$ cat src/rtl/serial_adder_if.sv
// serial_adder_if: operand/result bundle for the bit-serial adder.
//   master : drives start, a, b, cin, sub; observes sum, cout, ovf, busy, done
//   slave  : the adder itself (inverse directions)
// WIDTH must match the WIDTH of the serial_adder it is connected to.
interface serial_adder_if #(
    parameter int unsigned WIDTH = 8
);
    logic             start;
    logic [WIDTH-1:0] a;
    logic [WIDTH-1:0] b;
    logic             cin;
    logic             sub;
    logic [WIDTH-1:0] sum;
    logic             cout;
    logic             ovf;
    logic             busy;
    logic             done;

    modport master (
        output start, a, b, cin, sub,
        input  sum, cout, ovf, busy, done
    );

    modport slave (
        input  start, a, b, cin, sub,
        output sum, cout, ovf, busy, done
    );
endinterface

$ cat src/rtl/serial_adder.sv
// serial_adder: bit-serial add/subtract, one bit per cycle, LSB first.
//   clk        : rising-edge clock
//   rst_n      : synchronous active-low reset
//   bus.start  : request; accepted in IDLE or DONE, ignored while busy
//   bus.a/b    : operands, latched at acceptance
//   bus.cin    : carry-in (add) / borrow-in (subtract), latched at acceptance
//   bus.sub    : 0 = a+b+cin, 1 = a-b-cin
//   bus.sum    : registered result, updated only on entry to DONE
//   bus.cout   : registered carry-out of MSB (subtract: 1 = no borrow)
//   bus.ovf    : registered signed overflow
//   bus.busy   : high while bits are being processed
//   bus.done   : one-cycle pulse when sum/cout/ovf have just updated
module serial_adder #(
    parameter int unsigned WIDTH = 8
) (
    input logic           clk,
    input logic           rst_n,
    serial_adder_if.slave bus
);
    localparam int unsigned CntW = (WIDTH > 1) ? $clog2(WIDTH) : 1;

    typedef enum logic [1:0] {StIdle, StRun, StDone} state_e;

    state_e           state_q, state_d;
    logic [CntW-1:0]  cnt_q, cnt_d;
    logic [WIDTH-1:0] a_q, a_d;
    logic [WIDTH-1:0] b_q, b_d;
    logic [WIDTH-1:0] res_q, res_d;
    logic [WIDTH-1:0] sum_q, sum_d;
    logic             c_q, c_d;
    logic             cout_q, cout_d;
    logic             ovf_q, ovf_d;

    logic             s_bit;
    logic             c_next;
    logic             last_bit;
    logic [WIDTH-1:0] res_next;

    always_comb begin
        s_bit    = a_q[0] ^ b_q[0] ^ c_q;
        c_next   = (a_q[0] & b_q[0]) | (a_q[0] & c_q) | (b_q[0] & c_q);
        last_bit = (cnt_q == CntW'(WIDTH - 1));
        // Result enters at the MSB and walks down, so after WIDTH shifts bit 0 is in place.
        res_next = (res_q >> 1) | (WIDTH'(s_bit) << (WIDTH - 1));

        state_d = state_q;
        cnt_d   = cnt_q;
        a_d     = a_q;
        b_d     = b_q;
        res_d   = res_q;
        c_d     = c_q;
        sum_d   = sum_q;
        cout_d  = cout_q;
        ovf_d   = ovf_q;

        unique case (state_q)
            StIdle, StDone: begin
                if (bus.start) begin
                    // Subtract as a + ~b + ~borrow: two's complement with the borrow folded in.
                    a_d     = bus.a;
                    b_d     = bus.sub ? ~bus.b : bus.b;
                    c_d     = bus.cin ^ bus.sub;
                    cnt_d   = '0;
                    res_d   = '0;
                    state_d = StRun;
                end else begin
                    state_d = StIdle;
                end
            end
            StRun: begin
                a_d   = a_q >> 1;
                b_d   = b_q >> 1;
                c_d   = c_next;
                res_d = res_next;
                cnt_d = cnt_q + CntW'(1);
                if (last_bit) begin
                    // c_q is the carry into the MSB here, c_next the carry out of it.
                    sum_d   = res_next;
                    cout_d  = c_next;
                    ovf_d   = c_q ^ c_next;
                    state_d = StDone;
                end
            end
            default: state_d = StIdle;
        endcase
    end

    always_ff @(posedge clk) begin
        if (!rst_n) begin
            state_q <= StIdle;
            cnt_q   <= '0;
            a_q     <= '0;
            b_q     <= '0;
            res_q   <= '0;
            c_q     <= 1'b0;
            sum_q   <= '0;
            cout_q  <= 1'b0;
            ovf_q   <= 1'b0;
        end else begin
            state_q <= state_d;
            cnt_q   <= cnt_d;
            a_q     <= a_d;
            b_q     <= b_d;
            res_q   <= res_d;
            c_q     <= c_d;
            sum_q   <= sum_d;
            cout_q  <= cout_d;
            ovf_q   <= ovf_d;
        end
    end

    assign bus.sum  = sum_q;
    assign bus.cout = cout_q;
    assign bus.ovf  = ovf_q;
    assign bus.busy = (state_q == StRun);
    assign bus.done = (state_q == StDone);
endmodule

$ cat src/flat_wrapper.sv
// flat-port wrapper written by rule: the top's interface ports become plain ports
module serial_adder_flat 
#(
    parameter int unsigned WIDTH = 8
)
  (clk, rst_n, bus_start, bus_a, bus_b, bus_cin, bus_sub, bus_sum, bus_cout, bus_ovf, bus_busy, bus_done);
  serial_adder_if #(.WIDTH(WIDTH)) bus_i ();
  input logic clk;
  input logic rst_n;
  input wire logic [$bits(bus_i.start)-1:0] bus_start;
  input wire logic [$bits(bus_i.a)-1:0] bus_a;
  input wire logic [$bits(bus_i.b)-1:0] bus_b;
  input wire logic [$bits(bus_i.cin)-1:0] bus_cin;
  input wire logic [$bits(bus_i.sub)-1:0] bus_sub;
  output wire logic [$bits(bus_i.sum)-1:0] bus_sum;
  output wire logic [$bits(bus_i.cout)-1:0] bus_cout;
  output wire logic [$bits(bus_i.ovf)-1:0] bus_ovf;
  output wire logic [$bits(bus_i.busy)-1:0] bus_busy;
  output wire logic [$bits(bus_i.done)-1:0] bus_done;
  assign bus_i.start = bus_start;
  assign bus_i.a = bus_a;
  assign bus_i.b = bus_b;
  assign bus_i.cin = bus_cin;
  assign bus_i.sub = bus_sub;
  assign bus_sum = bus_i.sum;
  assign bus_cout = bus_i.cout;
  assign bus_ovf = bus_i.ovf;
  assign bus_busy = bus_i.busy;
  assign bus_done = bus_i.done;
  serial_adder #(.WIDTH(WIDTH)) u_core (.clk(clk), .rst_n(rst_n), .bus(bus_i));
endmodule
$ cat config.mk
export PLATFORM = sky130hd
export DESIGN_NAME = serial_adder_flat
export DESIGN_NICKNAME = d
export VERILOG_FILES = /design/src/rtl/serial_adder_if.sv /design/src/rtl/serial_adder.sv /design/src/flat_wrapper.sv
export SDC_FILE = /design/constraint.sdc
export NUM_CORES = 1
export LEC_CHECK = 0
export BUFFER_PORTS_ARGS = -buffer_cell sky130_fd_sc_hd__buf_2
export CAP_MARGIN = 10
export CORE_MARGIN = 4
export CORE_UTILIZATION = 25
export DETAILED_ROUTE_END_ITERATION = 7
export GPL_ROUTABILITY_DRIVEN = 0
export PLACE_DENSITY = 0.45
export SYNTH_ARGS = -nofsm -noshare
export SYNTH_HDL_FRONTEND = slang
export SYNTH_SLANG_ARGS = --single-unit
$ cat constraint.sdc
create_clock -name clk -period 1.5 [get_ports clk]
set_input_delay 0.225 -clock clk [delete_from_list [all_inputs] [get_ports clk]]
set_output_delay 0.225 -clock clk [all_outputs]
set_load 0.02 [all_outputs]
### Word-level counts from Yosys, hierarchy flattened

Cells that the tools add are included.

* register bits after elaboration: 40
* bits of input ports: 21
* output and inout port bits: 12
* logic and storage cells: 45

* $add $sub $neg: 1
* eq/ne operators: 5
* mux-type cells: 14
* bitwise gates (word level): 11
* reductions and logical operators: 5

Operators by type and width (number)
* $pmux W8 S2: 3
* $mux W8: 4
* $not A8 Y8: 1
* $or A7 B8 Y8: 1
* $pmux W3 S2: 1
* $pmux W2 S2: 1
* $reduce_and A2 Y1: 2
* $xor A1 B1 Y1: 4
* $add A3 B1 Y3 const B: 1
* $and A1 B1 Y1: 3
* $eq A3 B3 Y1 const B: 1
* $mux W3: 1
* $eq A2 B1 Y1 const B: 1
* $eq A2 B2 Y1 const B: 1
* $logic_not A2 Y1: 1
* $mux W1: 2
* $mux W2: 1
* $ne A2 B1 Y1 const B: 1
* $ne A2 B2 Y1 const B: 1
* $or A1 B1 Y1: 2
* $pmux W1 S2: 1
* $reduce_bool A2 Y1: 1
* $reduce_or A2 Y1: 1

### Logic depth before layout (Yosys ltp)

Gate-level depths: netlist of run 1.

* depth in word-level cells: 4
* gate-level depth with buffers: 6

### Worst setup path before layout of run 1

OpenSTA, ideal clock, no wires.

* path type: register to register
* start point: register u_core.cnt_q[0]
* end point: register u_core.ovf_q, in the netlist u_core.bus.ovf
* setup time: 116 ps
* arrival: 1197 ps
* path slack: 187 ps
* cell stages (with the launch flop): 6
* buffers on the path: 1
* period minus slack after synthesis: 1313 ps
* path through: dfxtp_1 -> ha_1 -> ha_1 -> and3b_1 -> buf_4 -> o211a_1

* word-level cells in the longest chain between the ends: 2

Ends and longest elaborated chain
* start: declaration: line serial_adder.sv:25 `logic [CntW-1:0] cnt_q, cnt_d;`
* start signal: assignment: line serial_adder.sv:101 `cnt_q <= cnt_d;`
* $eq A3 B3 Y1: line serial_adder.sv:42 `last_bit = (cnt_q == CntW'(WIDTH - 1));`
* $reduce_and A2 Y1 (no source line)
* end signal: assignment: line serial_adder.sv:108 `ovf_q <= ovf_d;`
* end: declaration: line serial_adder.sv:32 `logic ovf_q, ovf_d;`

Every way passes these cells.
A chain may end at the register's enable or synchronous reset.

### Worst setup path after layout of run 1

* start point: register u_core.state_q[1]
* end point: output port bus_busy

* word-level cells in the longest chain between the ends: 1

Ends and longest elaborated chain
* start: declaration: line serial_adder.sv:24 `state_e state_q, state_d;`
* start signal: assignment: line serial_adder.sv:90 `state_q <= StIdle;`
* start signal: assignment: line serial_adder.sv:100 `state_q <= state_d;`
* $eq A2 B1 Y1: line serial_adder.sv:115 `assign bus.busy = (state_q == StRun);`
* end: declaration: line flat_wrapper.sv:18 `output wire logic [$bits(bus_i.busy)-1:0] bus_busy;`

Every way passes these cells.

==> impl_metrics.yaml, run 1 <==
status:
  outcome: "completed"
critical_path:
  worst_r2r_startpoint: "u_core.cnt_q[0]"
  r2r_slack_ns: 0.17
  logic_depth_of_the_worst_register_to_register_path: 4
  worstSetupPathType: "reg -> out"
  crit_arrival_ns: 1.16
  required_time_worst_endpoint_ns: 1.27
  cp_max_fo: 5
  critical_path.endpoint_type: "primary output"
  timing.rr.end: "u_core.bus.ovf"
  crit_path_start_kind: "flip-flop"
finish:
  antenna_cells_inserted: 0
  final_core_util: 0.305
  design_area_sq_um: 2060
  layout.nets: 248
  share_of_final_layout_standard_cells_stronger_than_drive_strength_1: 0.242
  syn2layout_area_growth_pct: 19.4
  nFillCells: 750
logic_synthesis:
  yosysMostFrequentCell: "sky130_fd_sc_hd__dfxtp_1"
  syn_avg_cell_area_sq_um: 9.17
  synth_common_cells: "sky130_fd_sc_hd__dfxtp_1 (39), sky130_fd_sc_hd__nand2_1 (30), sky130_fd_sc_hd__nand3_1 (26), sky130_fd_sc_hd__a21boi_1 (20)"
  netlist-cell-type-count: 25
  synth_sequential_area_ratio: 0.453
  synth_area_sq_um: 1720
  synth.area.top_cells: "sky130_fd_sc_hd__dfxtp_1 (45%), sky130_fd_sc_hd__a21boi_1 (8.7%), sky130_fd_sc_hd__nand3_1 (7.5%)"
  post_synth_edffs: 0
  yosys_register_bits: 39
  synth_nets: 212
  synth-async-reset-ratio: 0
  synthCells: 188
  ys_dominant_reg_cell: "sky130_fd_sc_hd__dfxtp_1"
  yosysTopAreaCell: "sky130_fd_sc_hd__dfxtp_1"
  synth_largest_type_area_fraction: 0.453
  synthesis.yosys.warnings: 0
timing:
  drv_slew: 0
  max-slew-margin-rel: 0.766
  unrepaired_setup_endpoints_after_global_routing: "false"
  maxClockFrequency_mhz: 722
  fin_setup_tns_ns: 0
  worst_slack_ns: 0.115
  finalHoldViolCount: 0
  final.period_utilization: 0.924
  finClkSkew_ns: 0.00391
  setup_viol_count_final: 0
  min_period_ns: 1.39
  worst_pin_slew_ns: 0.352
clock_tree:
  clkSlewWorstSetupHoldPaths_ns: 0.07
  ctsRootBufferMaster: "sky130_fd_sc_hd__clkbuf_8"
  numCtsBuffers: 5
  clock_insertion_delay_at_the_later_pin_of_the_skew_report_ns: 0.28
  htree_levels: 2
  tritoncts: "yes"
  ctsLongestPathBuffers: 2
  clock_sink_count: 39
drt:
  remaining_number_of_nets_flagged_by_the_antenna_check_after_routing: 0
  firstDrtPassIters: 4
  avgRoutedWirePerCell_microns: 12.5
  route.final.wire_length_mm: 3.79
  drt_first_iter_violations: 51
  detailroute.via_count: 1417
  post_drt_via_cell_ratio: 4.68
  drc_errors: 0
min_path:
  holdPathEnd: "u_core.a_q[7]"
  hold_depth: 3
  timing.hold.worst.class: "in -> reg"
  worst_hold_startpoint: "bus_a[7]"
power:
  design_power_total_w: 0.00202
  vdd_ir_drop_max_v: 0.000327
  leakage_nw: 0.830
  pwrdens_nw_per_um2: 979
floorplan:
  fp-row-count: 30
  design.die.area_sq_um: 8290
  initial_core_utilization: 0.255
  ioPinCount: 33
  die_width_microns: 91.0
  area_inside_the_core_boundary_sq_um: 6760
  vertical_extent_of_the_die_microns: 91.0
placed_design:
  postPlaceCellArea_sq_um: 1970
  numPortBuffers: 32
  dp_worst_setup_slack_ns: 0.0560
  hpwl_mm: 2.55
grt:
  grt_start_max_net_pins: 40
  first_global_vias: 1396
  grt_antenna_before_repair: 0
  groute.usage.overall: 0.0983
  global_route_wire_length_before_repair_mm: 6.67
  globalRoute.totalOverflow: 0
run:
  maxCapViolations: 0
[layer usage]
layer / GRT usage / wire [microns]
met1: 0.133 / 1850
met3: 0.0307 / 237
met4: 0.0264 / 21
met2: 0.151 / 1680
met5: 0 / 0
[kinds of logic (layout without fill, tap and decap cells)]
kind of cell / after synthesis / after routing / share of synthesized area
AO/OA/AOI/OAI: 53 / 53 / 0.231
flip-flops: 39 / 39 / 0.453
adder cells (fa/ha/maj): 3 / 3 / 0.0261
buffers and inverters: 17 / 52 / 0.0617
XOR/XNOR: 10 / 10 / 0.0508
AND/OR/NAND/NOR: 66 / 66 / 0.178
[stage by stage]
stage / hold WS (ns) / cells
2_1_floorplan: 0.360 / 188
3_3_place_gp: 0.445 / 296
3_5_place_dp: 0.453 / 296
4_1_cts: 0.177 / 303
5_1_grt: 0.194 / 303
6_report: 0.180 / 303
[placed cells by master (no fill, tap or decap)]
| cell | count |
|---|---|
| sky130_fd_sc_hd__a21boi_0 | 14 |
| sky130_fd_sc_hd__a21boi_1 | 21 |
| sky130_fd_sc_hd__a22oi_1 | 15 |
| sky130_fd_sc_hd__and2_1 | 2 |
| sky130_fd_sc_hd__and3_1 | 1 |
| sky130_fd_sc_hd__and3b_2 | 1 |
| sky130_fd_sc_hd__buf_2 | 31 |
| sky130_fd_sc_hd__buf_4 | 14 |
| sky130_fd_sc_hd__clkbuf_1 | 1 |
| sky130_fd_sc_hd__clkbuf_8 | 5 |
| sky130_fd_sc_hd__dfxtp_1 | 38 |
| sky130_fd_sc_hd__dfxtp_2 | 1 |
| sky130_fd_sc_hd__fa_1 | 1 |
| sky130_fd_sc_hd__ha_1 | 2 |
| sky130_fd_sc_hd__inv_2 | 1 |
| sky130_fd_sc_hd__nand2_1 | 30 |
| sky130_fd_sc_hd__nand2b_1 | 1 |
| sky130_fd_sc_hd__nand2b_2 | 1 |
| sky130_fd_sc_hd__nand3_1 | 26 |
| sky130_fd_sc_hd__nand3b_1 | 1 |
| sky130_fd_sc_hd__nor2_1 | 1 |
| sky130_fd_sc_hd__nor2b_1 | 2 |
| sky130_fd_sc_hd__o211a_1 | 1 |
| sky130_fd_sc_hd__o21a_1 | 1 |
| sky130_fd_sc_hd__o21ai_0 | 1 |
| sky130_fd_sc_hd__xnor2_1 | 1 |
| sky130_fd_sc_hd__xor2_1 | 9 |
[cell type report]
cell class                 count  area [sq um]  share of cell area
timing repair buffer          45           260               0.126
clock buffer                   6          72.6              0.0352
sequential                    39           782               0.380
tap                           80           100              0.0486
multi-input combinational    132           841               0.408
inverter                       1          3.75             0.00182
[worst max path at each step]
stage | from | to | slack (ns) | cells past startpoint
3_5_place_dp | u_core.cnt_q[0] | u_core.bus.ovf | 0.06 | 5
6_report | u_core.state_q[1] | bus_busy | 0.11 | 4
4_1_cts | u_core.cnt_q[0] | u_core.bus.sum[1] | 0.04 | 5
2_1_floorplan | u_core.cnt_q[0] | u_core.bus.ovf | 0.19 | 5
3_3_place_gp | u_core.cnt_q[0] | u_core.bus.ovf | 0.10 | 5
5_1_grt | u_core.state_q[1] | bus_busy | 0.02 | 4
[power breakdown]
part	switching [W]	internal, W
Clock	0.000336	0.000310
Combinational	0.000144	0.000122
Sequential	0.0000259	0.00108
Total	0.000506	0.00151
[flip-flops by register name (all words and copies together), names as in the netlist]
signal	cells
u_core.bus.sum	8
u_core.b_q	8
u_core.bus.ovf	1
u_core.c_q	1
u_core.cnt_q	3
u_core.bus.cout	1
u_core.state_q	2
u_core.res_q	7
u_core.a_q	8
[timing repair]
action / in CTS / in global routing
gates cloned: 0 / 0
setup endpoints to repair: 1 / 13
endpoints found under the hold margin: 0 / 0
gates resized for setup: 1 / 4
hold buffers: 0 / 0
buffers inserted: 1 / 0
[worst max-delay path, stage by stage (launching register included)]
cell                       delay, ns
sky130_fd_sc_hd__dfxtp_1        0.33
sky130_fd_sc_hd__nand2b_2       0.21
sky130_fd_sc_hd__inv_2          0.08
sky130_fd_sc_hd__buf_4          0.13
sky130_fd_sc_hd__buf_4          0.14
Note: power is estimated with default switching activity, not from simulation.
==> run 2: changes to the inputs <==
Settings changed: CORE_ASPECT_RATIO from default to 0.75, CTS_BUF_LIST from default to sky130_fd_sc_hd__clkbuf_16.
==> run 2 against run 1 <==
Against the previous run: combinational power shrank 3%; fmax fell by 0.22%; via count down 3.0%; final cell count shrank 0.66%; critical path depth unchanged; cell area rose by 1.6%; critical endpoint unchanged; register-to-register slack lost 0.03 ns; sequential power is essentially flat; clock power grew 50%; non-clock buffer count decreased by 3; worst hold slack better by 0.028 ns; first-iteration DRC count is 31% higher; critical path type unchanged.
==> impl_metrics.yaml, run 2 (synthesized netlist as in run 1, its figures left out) <==
finish:
  antenna_cells_inserted: 0
  layout.cells.most_common: "sky130_fd_sc_hd__dfxtp_1"
  layout.nets: 245
  finish.cell_count_without_fillers: 301
  share_of_final_layout_standard_cells_stronger_than_drive_strength_1: 0.223
  layout.cells.most_common_list: "sky130_fd_sc_hd__dfxtp_1 (39), sky130_fd_sc_hd__buf_2 (32), sky130_fd_sc_hd__nand2_1 (30), sky130_fd_sc_hd__nand3_1 (26), sky130_fd_sc_hd__a21boi_1 (20)"
  syn2layout_area_growth_pct: 21.3
clock_tree:
  numCtsBuffers: 5
  htree_levels: 2
  tritoncts: "yes"
  clock_sink_count: 39
  clkSlewWorstSetupHoldPaths_ns: 0.05
  clock_insertion_delay_at_the_later_pin_of_the_skew_report_ns: 0.27
  ctsRootBufferMaster: "sky130_fd_sc_hd__clkbuf_16"
  holdBufCountCts: 0
  ctsLongestPathBuffers: 2
timing:
  finalHoldViolCount: 0
  finClkSkew_ns: 0.00474
  setup_viol_count_final: 0
  maxClockFrequency_mhz: 720
  drv_slew: 0
  final.period_utilization: 0.926
  min_period_ns: 1.39
  fin_setup_tns_ns: 0
  worst_pin_slew_ns: 0.351
  max-slew-margin-rel: 0.766
  unrepaired_setup_endpoints_after_global_routing: "false"
critical_path:
  crit_path_start_kind: "flip-flop"
  path_cells: "nand2b_1 -> inv_2 -> buf_6 -> buf_2"
  crit_arrival_ns: 1.16
  cpMaxStageDelayCell: "sky130_fd_sc_hd__dfxtp_1"
  r2r_slack_ns: 0.14
  worst-path-buf-inv: 3
  critical_path.endpoint_type: "primary output"
  cpPeakStageDelay_ns: 0.40
  worstSetupPathType: "reg -> out"
  cp_max_fo: 9
  required_time_worst_endpoint_ns: 1.27
  cpLargestDelayFamily: "flip-flops"
placed_design:
  placed_cells: 294
  numPortBuffers: 32
  hpwl_mm: 2.66
grt:
  grt_antenna_before_repair: 0
  groute.usage.overall: 0.0974
  grt_start_max_net_pins: 40
  globalRoute.totalOverflow: 0
  first_global_vias: 1269
  global_route_wire_length_before_repair_mm: 6.44
drt:
  drt_first_iter_violations: 67
  detailroute.via_count: 1375
  drc_errors: 0
  firstDrtPassIters: 4
  route.final.wire_length_mm: 3.99
  remaining_number_of_nets_flagged_by_the_antenna_check_after_routing: 0
  avgRoutedWirePerCell_microns: 13.2
  post_drt_via_cell_ratio: 4.57
power:
  leakage_nw: 0.845
  vdd_ir_drop_max_v: 0.000438
  pwrdens_nw_per_um2: 1110
status:
  outcome: "completed"
min_path:
  timing.hold.worst.class: "in -> reg"
floorplan:
  die_width_microns: 104
  area_inside_the_core_boundary_sq_um: 6510
  fp-row-count: 25
  ioPinCount: 33
  vertical_extent_of_the_die_microns: 79.9
  design.die.area_sq_um: 8300
  initial_core_utilization: 0.265
run:
  maxCapViolations: 0
## run 2: metal layers
metal  vias up  GRT usage  part of all wire
li1        718          -                 -
met1       635      0.132              0.53
met2        20      0.145              0.43
met3         2     0.0331             0.037
met4         0     0.0319            0.0045
met5         -          0                 0
## run 2: final cells by class
type	count	area, sq um
fill	693	4410
multi-input combinational	132	838
sequential	39	781
timing repair buffer	42	239
clock buffer	5	125
tap	81	101
clock inverter	1	3.75
inverter	1	3.75
## run 2: where the power goes
| group | total [W] | switching (W) | internal [W] | leakage [nW] |
|---|---|---|---|---|
| registers | 0.00110 | 0.0000261 | 0.00108 | 0.317 |
| clock network | 0.000969 | 0.000378 | 0.000591 | 0.0669 |
| logic | 0.000257 | 0.000144 | 0.000113 | 0.461 |
## run 2: per-stage QoR
step,worst slack [ns],instance area [sq um],hold slack [ns],utilization,power [W]
global placement,0.0517,1950,0.451,0.300,0.00139
CTS,0.00597,2090,0.203,0.321,0.00236
floorplan,0.187,1720,0.360,-,0.00131
detailed placement,0.0179,1950,0.456,0.300,0.00138
global route,0.00793,2090,0.222,0.322,0.00245
finish,0.112,2090,0.207,0.322,0.00233
## run 2: path summary, 6_finish.rpt
path,startpoint,endpoint,cells past startpoint
hold reg to reg,u_core.bus.sum[5],u_core.bus.sum[5],2
setup reg to reg,u_core.cnt_q[0],u_core.bus.ovf,4
setup / recovery,u_core.state_q[0],bus_busy,4
hold / removal,bus_a[7],u_core.a_q[7],3
## run 2: what timing repair did
item | 4_1_cts | 5_1_grt
endpoints found under the setup margin | 1 | 10
gates resized for setup | 1 | 1
hold endpoints to repair | 0 | 0
buffers inserted | 1 | 0
## run 2: worst register-to-register path, delay by kind of cell (launching register included)
family,cells,cell delay [ns]
AOI/OAI and AO/OA,1,0.23
adders and majority gates,2,0.40
and+or+nand+nor,1,0.29
DFF,1,0.32
==> run 3: changes to the inputs <==
Settings changed: CORE_ASPECT_RATIO 0.75 to 0.7, PLACE_DENSITY 0.45 to 0.41.
==> run 3 against run 2 <==
Against the previous run: sequential share of layout area fell by 0.87 points; global-route usage down 0.094 points; setup slack better by 0.015 ns; largest cell class unchanged.
==> impl_metrics.yaml, run 3 (synthesized netlist as in run 1, its figures left out) <==
status:
  outcome: "completed"
grt:
  global_route_wire_length_before_repair_mm: 6.43
  groute.usage.overall: 0.0964
  globalRoute.totalOverflow: 0
  first_global_vias: 1316
  grt_antenna_before_repair: 0
  grt_start_max_net_pins: 40
critical_path:
  critPathLaunch: "u_core.state_q[0]"
  worstSetupPathType: "reg -> out"
  timing.rr.end: "u_core.bus.ovf"
  cpLargestDelayFamily: "flip-flops"
  critical_path.endpoint: "bus_busy"
  path_cells: "nand2b_1 -> inv_4 -> buf_2"
  cpPeakStageDelay_ns: 0.40
  required_time_worst_endpoint_ns: 1.27
  worst_r2r_startpoint: "u_core.cnt_q[0]"
  r2r_slack_ns: 0.17
  cpMaxStageDelayCell: "sky130_fd_sc_hd__dfxtp_1"
  crit_arrival_ns: 1.15
  worst-path-buf-inv: 2
  logic_depth_of_the_worst_register_to_register_path: 4
  crit_path_start_kind: "flip-flop"
  critical_path.endpoint_type: "primary output"
  cp_num_cells: 3
  cp_max_fo: 10
power:
  p_comb_frac: 0.113
  seq_power_share: 0.469
  netSwitchingPower_w: 0.000556
  p_clk_frac: 0.418
  pwrdens_nw_per_um2: 1100
  vdd_ir_drop_max_v: 0.000393
  netSwitchingFraction: 0.236
  leakage_nw: 0.862
  power_report.internal_total_w: 0.00180
drt:
  remaining_number_of_nets_flagged_by_the_antenna_check_after_routing: 0
  firstDrtPassIters: 4
  route.final.wire_length_mm: 3.92
  detailroute.via_count: 1391
  post_drt_via_cell_ratio: 4.37
  avgRoutedWirePerCell_microns: 12.3
  drc_errors: 0
  drt_first_iter_violations: 51
finish:
  finish.cell_count_without_fillers: 318
  layout.cells.most_common: "sky130_fd_sc_hd__dfxtp_1"
  layout.cells.most_common_list: "sky130_fd_sc_hd__dfxtp_1 (39), sky130_fd_sc_hd__buf_2 (32), sky130_fd_sc_hd__nand2_1 (30), sky130_fd_sc_hd__nand3_1 (26), sky130_fd_sc_hd__a21boi_1 (21)"
  syn2layout_area_growth_pct: 24.2
  share_of_final_layout_standard_cells_stronger_than_drive_strength_1: 0.228
  design_area_sq_um: 2140
  layout.nets: 247
  nFillCells: 750
  antenna_cells_inserted: 0
timing:
  unrepaired_setup_endpoints_after_global_routing: "false"
  max-slew-margin-rel: 0.821
  final.period_utilization: 0.916
  setup_viol_count_final: 0
  finalHoldViolCount: 0
  min_period_ns: 1.37
  fin_setup_tns_ns: 0
  maxClockFrequency_mhz: 728
  worst_slack_ns: 0.127
  finClkSkew_ns: 0.00339
  worst_pin_slew_ns: 0.268
  drv_slew: 0
placed_design:
  dp_worst_setup_slack_ns: 0.0413
  placed_cells: 310
  postPlaceCellArea_sq_um: 2000
  numPortBuffers: 32
  hpwl_mm: 2.67
clock_tree:
  tritoncts: "yes"
  clkSlewWorstSetupHoldPaths_ns: 0.06
  ctsLongestPathBuffers: 2
  ctsRootBufferMaster: "sky130_fd_sc_hd__clkbuf_16"
  numCtsBuffers: 5
  clock_sink_count: 39
  clock_insertion_delay_at_the_later_pin_of_the_skew_report_ns: 0.28
  post-cts-setup-buffers: 0
  htree_levels: 2
floorplan:
  vertical_extent_of_the_die_microns: 77.5
  design.die.area_sq_um: 8310
  ioPinCount: 33
  area_inside_the_core_boundary_sq_um: 6730
  initial_core_utilization: 0.256
  die_width_microns: 107
  fp-row-count: 25
min_path:
  timing.hold.worst.class: "in -> reg"
  hold_depth: 3
run:
  maxCapViolations: 0
run 3: worst min path at each step:
stage | start | end | slack, ns
2_1_floorplan | bus_a[7] | u_core.a_q[7] | 0.36
3_3_place_gp | u_core.bus.sum[2] | u_core.bus.sum[2] | 0.45
3_5_place_dp | u_core.bus.sum[2] | u_core.bus.sum[2] | 0.46
4_1_cts | bus_a[7] | u_core.a_q[7] | 0.19
5_1_grt | bus_a[7] | u_core.a_q[7] | 0.20
6_report | bus_a[7] | u_core.a_q[7] | 0.18
run 3: tightest hold or removal path: stages:
cell                       delay (ns)
sky130_fd_sc_hd__buf_2           0.09
sky130_fd_sc_hd__nand2_1         0.05
sky130_fd_sc_hd__a21boi_1        0.05
run 3: repair_timing:
action                                  CTS  global route
hold endpoints to repair                  0             0
endpoints found under the setup margin    0            11
resized for setup                         0             3
hold buffers                              0             0
run 3: layout make-up:
cell class                 instances  area, sq um  area share
clock buffer                       5          125      0.0584
clock inverter                     3         11.3     0.00526
inverter                           1         6.26     0.00292
multi-input combinational        132          838       0.391
sequential                        39          781       0.364
tap                               94          118      0.0549
timing repair buffer              44          263       0.123
run 3: power groups by stage:
stage	Sequential (W)	Combinational, W	Clock, W
after global placement	0.00113	0.000274	0
after detailed placement	0.00113	0.000270	0
after global routing	0.00111	0.000302	0.00107
after CTS	0.00110	0.000271	0.00102
final	0.00110	0.000267	0.000983
after floorplan	0.00112	0.000185	0
run 3: metal layers:
metal / GRT usage / part of all wire / vias up
met2: 0.145 / 0.44 / 21
li1: - / - / 723
met5: 0 / 0 / -
met4: 0.0268 / 0.011 / 0
met3: 0.0266 / 0.038 / 4
met1: 0.134 / 0.51 / 643
run 3: stage by stage:
step | power, W | util | hold slack, ns
after CTS | 0.00239 | 0.318 | 0.185
after detailed placement | 0.00140 | 0.298 | 0.457
final | 0.00235 | 0.319 | 0.184
after floorplan | 0.00131 | - | 0.360
after global routing | 0.00248 | 0.319 | 0.197
after global placement | 0.00140 | 0.298 | 0.449
